===== src/rtl/hazard_scoreboard.sv =====
`default_nettype none
// ============================================================================
// Module      : hazard_scoreboard
// Description : Tuse/Tnew hazard unit for a 5-stage pipeline. Tracks the
//               destination register and remaining Tnew of the instructions
//               in E, M and W, raises the D-stage stall and produces the
//               forwarding selects for the D, E and M stages.
// Ports       : clk, reset           - clock, synchronous active-high reset
//               D_rs/D_rt            - D-stage source registers
//               D_TuseRs/D_TuseRt    - cycles until operand needed (11 = unused)
//               D_A3/D_Tnew/D_regWrite - D-stage destination, Tnew on E entry
//               stall                - freeze PC and F/D, bubble into E
//               D_fwdRs/D_fwdRt      - 00 regfile, 01 E, 10 M, 11 W
//               E_fwdRs/E_fwdRt      - 00 pipeline, 10 M, 11 W
//               M_fwdRt              - 1 = store data taken from W
//               stall_cnt            - stalled-cycle counter (STALL_CNT_EN)
// Options     : define STALL_CNT_EN to add the stall_cnt port and counter.
// Revision    : 1.0 - initial release
// ============================================================================
module hazard_scoreboard #(
    parameter int REG_AW = 5,
    parameter int TW     = 2,
    parameter int CNT_W  = 32
) (
    input  logic              clk,
    input  logic              reset,
    input  logic [REG_AW-1:0] D_rs,
    input  logic [REG_AW-1:0] D_rt,
    input  logic [TW-1:0]     D_TuseRs,
    input  logic [TW-1:0]     D_TuseRt,
    input  logic [REG_AW-1:0] D_A3,
    input  logic [TW-1:0]     D_Tnew,
    input  logic              D_regWrite,
    output logic              stall,
    output logic [1:0]        D_fwdRs,
    output logic [1:0]        D_fwdRt,
    output logic [1:0]        E_fwdRs,
    output logic [1:0]        E_fwdRt,
    output logic              M_fwdRt
`ifdef STALL_CNT_EN
    ,
    output logic [CNT_W-1:0]  stall_cnt
`endif
);

    localparam logic [TW-1:0] c_TUSE_NONE = '1;

    // Stage state. W Tnew is always 0, so only W_A3 is held.
    logic [REG_AW-1:0] r_E_rs, r_E_rt, r_E_A3;
    logic [TW-1:0]     r_E_Tnew;
    logic [REG_AW-1:0] r_M_rt, r_M_A3;
    logic [TW-1:0]     r_M_Tnew;
    logic [REG_AW-1:0] r_W_A3;

    logic w_haz_rs, w_haz_rt;

    // A source operand stalls when an in-flight writer of the same register
    // will not have its result ready by the time the operand is consumed.
    function automatic logic f_hazard(
        input logic [REG_AW-1:0] r,
        input logic [TW-1:0]     tuse,
        input logic [REG_AW-1:0] e_a3,
        input logic [TW-1:0]     e_tnew,
        input logic [REG_AW-1:0] m_a3,
        input logic [TW-1:0]     m_tnew
    );
        f_hazard = (r != '0) && (tuse != c_TUSE_NONE) &&
                   (((r == e_a3) && (e_tnew > tuse)) ||
                    ((r == m_a3) && (m_tnew > tuse)));
    endfunction

    // Nearest matching stage decides. A match whose value is not yet produced
    // (Tnew > 0) must shadow older stages, so it falls back to 00 rather than
    // letting a stale older copy be selected.
    function automatic logic [1:0] f_dfwd(
        input logic [REG_AW-1:0] r,
        input logic [REG_AW-1:0] e_a3,
        input logic [TW-1:0]     e_tnew,
        input logic [REG_AW-1:0] m_a3,
        input logic [TW-1:0]     m_tnew,
        input logic [REG_AW-1:0] w_a3
    );
        f_dfwd = 2'b00;
        if (r != '0) begin
            if (r == e_a3)      f_dfwd = (e_tnew == '0) ? 2'b01 : 2'b00;
            else if (r == m_a3) f_dfwd = (m_tnew == '0) ? 2'b10 : 2'b00;
            else if (r == w_a3) f_dfwd = 2'b11;
        end
    endfunction

    function automatic logic [1:0] f_efwd(
        input logic [REG_AW-1:0] r,
        input logic [REG_AW-1:0] m_a3,
        input logic [TW-1:0]     m_tnew,
        input logic [REG_AW-1:0] w_a3
    );
        f_efwd = 2'b00;
        if (r != '0) begin
            if (r == m_a3)      f_efwd = (m_tnew == '0) ? 2'b10 : 2'b00;
            else if (r == w_a3) f_efwd = 2'b11;
        end
    endfunction

    assign w_haz_rs = f_hazard(D_rs, D_TuseRs, r_E_A3, r_E_Tnew, r_M_A3, r_M_Tnew);
    assign w_haz_rt = f_hazard(D_rt, D_TuseRt, r_E_A3, r_E_Tnew, r_M_A3, r_M_Tnew);
    assign stall    = w_haz_rs | w_haz_rt;

    assign D_fwdRs = f_dfwd(D_rs, r_E_A3, r_E_Tnew, r_M_A3, r_M_Tnew, r_W_A3);
    assign D_fwdRt = f_dfwd(D_rt, r_E_A3, r_E_Tnew, r_M_A3, r_M_Tnew, r_W_A3);
    assign E_fwdRs = f_efwd(r_E_rs, r_M_A3, r_M_Tnew, r_W_A3);
    assign E_fwdRt = f_efwd(r_E_rt, r_M_A3, r_M_Tnew, r_W_A3);
    assign M_fwdRt = (r_M_rt != '0) && (r_M_rt == r_W_A3);

    always_ff @(posedge clk) begin
        if (reset) begin
            r_E_rs   <= '0;
            r_E_rt   <= '0;
            r_E_A3   <= '0;
            r_E_Tnew <= '0;
            r_M_rt   <= '0;
            r_M_A3   <= '0;
            r_M_Tnew <= '0;
            r_W_A3   <= '0;
        end else begin
            if (stall) begin
                r_E_rs   <= '0;
                r_E_rt   <= '0;
                r_E_A3   <= '0;
                r_E_Tnew <= '0;
            end else begin
                r_E_rs   <= D_rs;
                r_E_rt   <= D_rt;
                // Non-writing instructions carry A3 = 0 so they never match.
                r_E_A3   <= D_regWrite ? D_A3 : '0;
                r_E_Tnew <= D_Tnew;
            end
            r_M_rt   <= r_E_rt;
            r_M_A3   <= r_E_A3;
            r_M_Tnew <= (r_E_Tnew == '0) ? '0 : r_E_Tnew - TW'(1);
            r_W_A3   <= r_M_A3;
        end
    end

`ifdef STALL_CNT_EN
    logic [CNT_W-1:0] r_stall_cnt;

    always_ff @(posedge clk) begin
        if (reset)      r_stall_cnt <= '0;
        else if (stall) r_stall_cnt <= r_stall_cnt + CNT_W'(1);
    end

    assign stall_cnt = r_stall_cnt;
`endif

endmodule
`default_nettype wire


===== config.mk =====
export PLATFORM = sky130hd
export DESIGN_NAME = hazard_scoreboard
export DESIGN_NICKNAME = d
export VERILOG_FILES = /design/src/rtl/hazard_scoreboard.sv
export SDC_FILE = /design/constraint.sdc
export NUM_CORES = 1
export LEC_CHECK = 0
export ABC_AREA = 0
export CORE_AREA = 3 3 67 69
export DETAILED_ROUTE_END_ITERATION = 8
export DIE_AREA = 0 0 70 72
export MAX_ROUTING_LAYER = met4
export PLACE_DENSITY_LB_ADDON = 0.15
export SLEW_MARGIN = 20
export SYNTH_ARGS = -nofsm -noshare
export SYNTH_HDL_FRONTEND = slang
export SYNTH_SLANG_ARGS = --single-unit

===== constraint.sdc =====
create_clock -name clk -period 3.21 [get_ports clk]
set_input_delay 0.642 -clock clk [delete_from_list [all_inputs] [get_ports clk]]
set_output_delay 0.642 -clock clk [all_outputs]
set_load 0.02 [all_outputs]

==> qor.csv, run 1 <==
metric,value,unit
status,"complete, but fails checks",
failing checks,setup timing,
Leakage,1.17,nW
clock skew,0.00392,ns
CTS Buffer Depth,2,
Sw Share,28.4,%
Final Hold Slack,0.419,ns
DRT iter0 DRCs,58,
Max VDD drop,203,uV
Crit path required time,2.57,ns
TritonRoute pass-1 iters,4,
first-pass GRT wire length,7.85,mm
global-route usage over all layers,20.8,%
Worst R2R Setup Slack,1.17,ns
I/O pin count,34,
r2r startpoint,r_M_Tnew[1],
Seq pwr share,45.3,%
CP Class,in2out,
clock power share,33.4,%
f_max,0.308,GHz
Gate Count Post-Synth,225,
die area,5040,um2
vias in the first global route,1668,
DP HPWL,3.52,mm
clk_lat worst skew,0.29,ns
Final WS setup,-0.0319,ns
top cell type's share of synthesized area,34.5,%
Initial Utilization,49.7,%
final WL,4.74,mm
Max Slew Vio Count,0,
worst hold path class,reg2reg,
buffers added on ports,33,
worst setup path end,stall,
Post-Syn Area,1980,um2
Area Overhead vs Synth,31.9,%
largest net degree at the start of global routing,31,
CTS tree,yes,
fin nets,306,
crit end category,primary output,
global route overflow,0,
"Data arrival, critical path",2.60,ns
Die Wd,70,um
CTS Root Cell,clkbuf_8,
fillers,351,
internal power,0.731,mW
Final period util,101,%
routability cong.,0.821,
Worst Tran Pin Value,0.435,ns
Crit Path Max Fanout,2,
Antenna Cells,0,
unrepaired setup endpoints after global routing,yes,
reg2reg end,r_E_rs[3],
"FF+latch count, synth",34,
Overall Power,1.02,mW
Mapped Nets,258,
Core Area,3970,um2
synth cell count leaders,"dfxtp_1 (34), xor2_1 (30), xnor2_1 (24), nor2b_1 (16)",
CTS buffer count,5,
clk sink count,34,
CP Launch Type,input port,
power per cell area,392,nW/um2
Setup Buffers After CTS,0,
synthesis warning total,0,
share of cells above drive strength 1,17.9,%
main flop type after synthesis,dfxtp_1,
post-route ant nets,0,
Rows,23,
Switch Pwr,0.291,mW
Fin. Hold Viols,0,
WL/cell,14.6,um
combinational power share,21.3,%
relative slew slack,70.2,%
ys async rst share,0,%
Die Y,72,um
Syn Area/Cell,8.78,um2
H-tree levels,2,
DR DRC count,0,
"count leader, synth",dfxtp_1,
max cap viols,0,
"Distinct cells, synth",29,
Vias/cell,5.19,
initial antenna violation count,0,
sequential fraction of the synthesis area,34.5,%
FF-to-FF path depth,7,
Synth area leaders,"dfxtp_1 (34%), xor2_1 (13%), xnor2_1 (11%)",
Post-synth EDFFs,0,
CP startpoint,D_rt[3],
final setup fails,1,
leading area contributor after synthesis,dfxtp_1,
Vias,1682,
"Reg clk slew, reported paths",0.08,ns
post-layout min period,3.24,ns
-- worst min path at each step --
stage	startpoint	to	slack, ns	cells after the start
floorplan	r_E_Tnew[0]	r_M_Tnew[0]	0.40	1
global route	r_E_Tnew[0]	r_M_Tnew[0]	0.44	1
global placement	r_E_Tnew[0]	r_M_Tnew[0]	0.40	1
finish	r_E_Tnew[0]	r_M_Tnew[0]	0.42	1
CTS	r_E_Tnew[0]	r_M_Tnew[0]	0.42	1
detailed placement	r_E_Tnew[0]	r_M_Tnew[0]	0.41	1
-- per-layer routing --
| metal | global-route usage (%) | up-vias | share of wire, % |
|---|---|---|---|
| li1 | - | 837 | - |
| met1 | 24.4 | 786 | 43 |
| met2 | 34.7 | 51 | 51 |
| met3 | 4.99 | 8 | 4.7 |
| met4 | 8.09 | 0 | 2.1 |
| met5 | - | - | 0 |
-- per-stage QoR --
step	cell area [um2]	std cells	setup slack [ns]	TNS (ns)	util, %
floorplan	1980	225	0.262	0	-
global placement	2480	316	-0.503	-1.42	62.4
detailed placement	2480	316	-0.492	-1.44	62.4
CTS	2590	324	-0.109	-0.109	65.1
global route	2610	324	-0.0856	-0.0856	65.6
finish	2610	324	-0.0319	-0.0319	65.6
-- critical path, stage by stage --
cell             delay, ns
clkdlybuf4s50_1       0.42
or4_4                 0.56
nor2_4                0.13
a21o_1                0.11
nor4bb_1              0.06
or4_4                 0.53
buf_6                 0.15
-- cells by family (layout without fill, tap and decap cells) --
logic type | after synthesis | count (layout) | synth area share [%]
xor+xnor | 54 | 54 | 23.9
fa+ha+maj | 9 | 9 | 5.70
buf+inv | 26 | 75 | 5.38
simple gates | 84 | 84 | 25.4
flops | 34 | 34 | 34.5
compound gates | 18 | 18 | 5.13
-- registers in the layout, indices dropped and copies added (netlist names) --
register and cells:
r_M_Tnew 2, r_W_A3 5, r_E_rt 5, r_M_A3 5, r_E_A3 5, r_M_rt 5, r_E_rs 5, r_E_Tnew 2
-- final cells by class --
class	instances	area (um2)	area share [%]
clock buffers	6	82.6	3.17
well taps	50	62.6	2.40
clock inverters	2	12.5	0.480
repair buffers	56	492	18.9
multi-input cells	165	1230	47.4
flip-flops and latches	34	681	26.1
inverters	11	41.3	1.58
-- cell usage in the layout (no fill, tap or decap) --
cell	netlist	final
nand4_1	1	1
buf_6	1	1
nor2_1	8	7
clkbuf_2	0	4
nor3_2	0	2
xor2_1	30	30
dfxtp_1	34	34
a21oi_1	12	12
nand3_1	6	6
clkdlybuf4s50_1	0	25
clkinvlp_4	0	1
a2111oi_0	1	1
clkinv_2	0	1
or4_4	0	3
nor3b_1	8	8
and3_1	1	1
nor4_2	0	2
nor3_1	11	9
a21o_1	1	1
dlymetal6s2s_1	0	3
nand2b_1	2	2
nor4_1	7	5
nor4bb_1	1	1
o21ai_0	2	2
and3b_1	1	1
or4_1	5	2
nor3b_2	4	4
clkbuf_8	0	6
xnor2_1	24	24
nor2b_1	16	16
o211ai_1	2	2
buf_4	0	23
inv_1	11	11
nor2_4	0	2
nand2_1	12	12
ha_1	9	9
-- timing repair --
action                                  4_1_cts  5_1_grt
hold buffers                                  0        0
resized for setup                            13       20
endpoints found under the setup margin        5        5
pin swaps                                     0        6
cloned                                        0        0
hold endpoints to repair                      0        0
-- power groups by stage --
| stage | Clock (mW) | Sequential [mW] | Combinational [mW] |
|---|---|---|---|
| floorplan | 0 | 0.463 | 0.125 |
| global route | 0.364 | 0.466 | 0.239 |
| detailed placement | 0 | 0.473 | 0.215 |
| CTS | 0.341 | 0.463 | 0.216 |
| global placement | 0 | 0.472 | 0.211 |
| finish | 0.341 | 0.463 | 0.217 |
(Power assumes the default switching activity.)
==> run 2: changes to the inputs <==
Settings changed: PLACE_DENSITY set to 0.75, PLACE_DENSITY_LB_ADDON 0.15 to unset.
==> run 2 against run 1 <==
Effect of this change: largest cell class unchanged; critical endpoint unchanged; flip-flop and latch count unchanged; the run now ends clean; count of clock-buffer cells in the layout unchanged; largest power group unchanged; global-route usage down 1.1 points.
==> qor.csv, run 2 (synthesis gave the netlist of run 1 again) <==
metric,value,unit,change
DRT iter0 DRCs,77,,+33%
Util after Layout,65.8,%,+0.13 points
unrepaired setup endpoints after global routing,no,,
Vias/cell,5.09,,-1.9%
Crit path required time,2.57,ns,about the same
crit-path max cell delay,0.54,ns,-0.02 ns
Multi-input gate area,1240,um2,+0.41%
Final WS setup,0.0684,ns,+0.100 ns
Core Area,3970,um2,unchanged
H-tree levels,2,,unchanged
share of cells above drive strength 1,16.6,%,-1.3 points
CP bufs+invs,2,,unchanged
register area,681,um2,unchanged
Worst Tran Pin Value,0.438,ns,+0.00338 ns
Max VDD drop,291,uV,+43%
Initial Utilization,49.7,%,unchanged
FF-to-FF path depth,6,,-1
Setup Buffers After CTS,0,,unchanged
hold path cells,1,,unchanged
CTS Buffer Depth,2,,unchanged
Overall Power,1.01,mW,-1.1%
CP Launch Type,input port,,
largest net degree at the start of global routing,23,,-26%
Fin. Hold Viols,0,,unchanged
Max Slew Vio Count,0,,unchanged
routability cong.,0.901,,+9.7%
clk sink count,34,,unchanged
Vias,1635,,-2.8%
post-route ant nets,0,,unchanged
final WL,4.70,mm,-0.91%
initial antenna violation count,0,,unchanged
fin nets,303,,-0.98%
CP startpoint,D_rt[1],,
TritonRoute pass-1 iters,4,,unchanged
most frequent cells in the layout,"dfxtp_1 (34), xor2_1 (30), xnor2_1 (24)",,
CTS buffer count,5,,unchanged
Worst R2R Setup Slack,1.12,ns,-0.05 ns
"Reg clk slew, reported paths",0.07,ns,about the same
CTS Root Cell,clkbuf_8,,
CTS tree,yes,,
slowest CP cell,or4_4,,
Leakage,1.23,nW,+4.3%
die area,5040,um2,unchanged
pre-CTS WS,-0.516,ns,-0.0245 ns
"commonest non-fill, non-tap cell in the layout",dfxtp_1,,
CP Class,in2out,,
Area Overhead vs Synth,32.2,%,
Rows,23,,unchanged
crit path cell chain,clkdlybuf4s50_1 -> or4_4 -> nor2_4 -> a21o_1 -> nor4bb_1 -> or4_4 -> buf_6,,
post-layout min period,3.14,ns,-0.100 ns
WL/cell,14.6,um,about the same
r2r startpoint,r_M_A3[1],,
Crit Path Max Fanout,2,,unchanged
"Data arrival, critical path",2.50,ns,-0.10 ns
Final period util,97.9,%,-3.1 points
"CP delay by family, top",simple AND/OR/NAND/NOR gates,,
DR DRC count,0,,unchanged
I/O pin count,34,,unchanged
max cap viols,0,,unchanged
power per cell area,387,nW/um2,-1.2%
worst hold path class,reg2reg,,
first-pass GRT wire length,7.48,mm,-4.8%
Hold EP,r_M_Tnew[0],,
crit end category,primary output,,
Die Y,72,um,unchanged
Die Wd,70,um,unchanged
final setup fails,0,,-1
DP HPWL,3.43,mm,-2.6%
vias in the first global route,1599,,-4.1%
relative slew slack,70.7,%,+0.42 points
Antenna Cells,0,,unchanged
Final Hold Slack,0.425,ns,+0.00592 ns
f_max,0.318,GHz,+3.2%
clk_lat worst skew,0.29,ns,about the same
global route overflow,0,,unchanged
global-route usage over all layers,19.7,%,-1.1 points
reg2reg end,r_E_Tnew[1],,
status,finished clean,,
fillers,344,,-2.0%
buffers added on ports,33,,unchanged
clock skew,0.00840,ns,+0.00448 ns
Most common cell on crit path,or4_4,,
hold path startpoint,r_E_Tnew[0],,
[run 2: final cells by class]
class | instances | area share (%)
tap | 50 | 2.40
sequential | 34 | 26.1
multi-input combinational | 165 | 47.5
clock buffer | 6 | 3.16
timing repair buffer | 53 | 18.8
inverter | 11 | 1.58
clock inverter | 2 | 0.479
[run 2: worst max path at each step]
stage	endpoint	slack [ns]	cells past startpoint
2_1_floorplan	stall	0.26	7
3_3_place_gp	stall	-0.51	7
3_5_place_dp	stall	-0.52	7
4_1_cts	stall	-0.09	7
5_1_grt	stall	0.001	7
6_report	stall	0.07	7
[run 2: per-stage QoR]
step / area, um2 / TNS, ns / std cells
global route: 2610 / 0 / 321
detailed placement: 2450 / -1.60 / 313
global placement: 2450 / -1.56 / 313
floorplan: 1980 / 0 / 225
finish: 2610 / 0 / 321
CTS: 2570 / -0.0922 / 321
[run 2: what timing repair did]
action | 4_1_cts | 5_1_grt
pin swaps | 0 | 6
gates resized for setup | 15 | 20
setup endpoints to repair | 5 | 5
endpoints found under the hold margin | 0 | 0
hold buffers | 0 | 0
gates cloned | 0 | 0
[run 2: per-layer routing]
layer	up-vias	wire, um	GRT usage, %	part of all wire [%]
met5	-	0	-	0
met4	0	49	8.09	1.0
met3	4	189	4.29	4.0
met2	39	2390	34.0	51
met1	759	2060	22.3	44
li1	833	-	-	-
[run 2: power by group]
part	total (mW)	switching, mW	internal, mW
clock network	0.333	0.160	0.172
registers	0.463	0.0219	0.441
logic	0.215	0.100	0.115
[run 2: worst register-to-register path: stages (launching register included)]
cell and delay (ns):
dfxtp_1 0.52, xor2_1 0.24, nor3_2 0.10, and3_1 0.15, or4_4 0.55, buf_4 0.23, nor3b_1 0.22
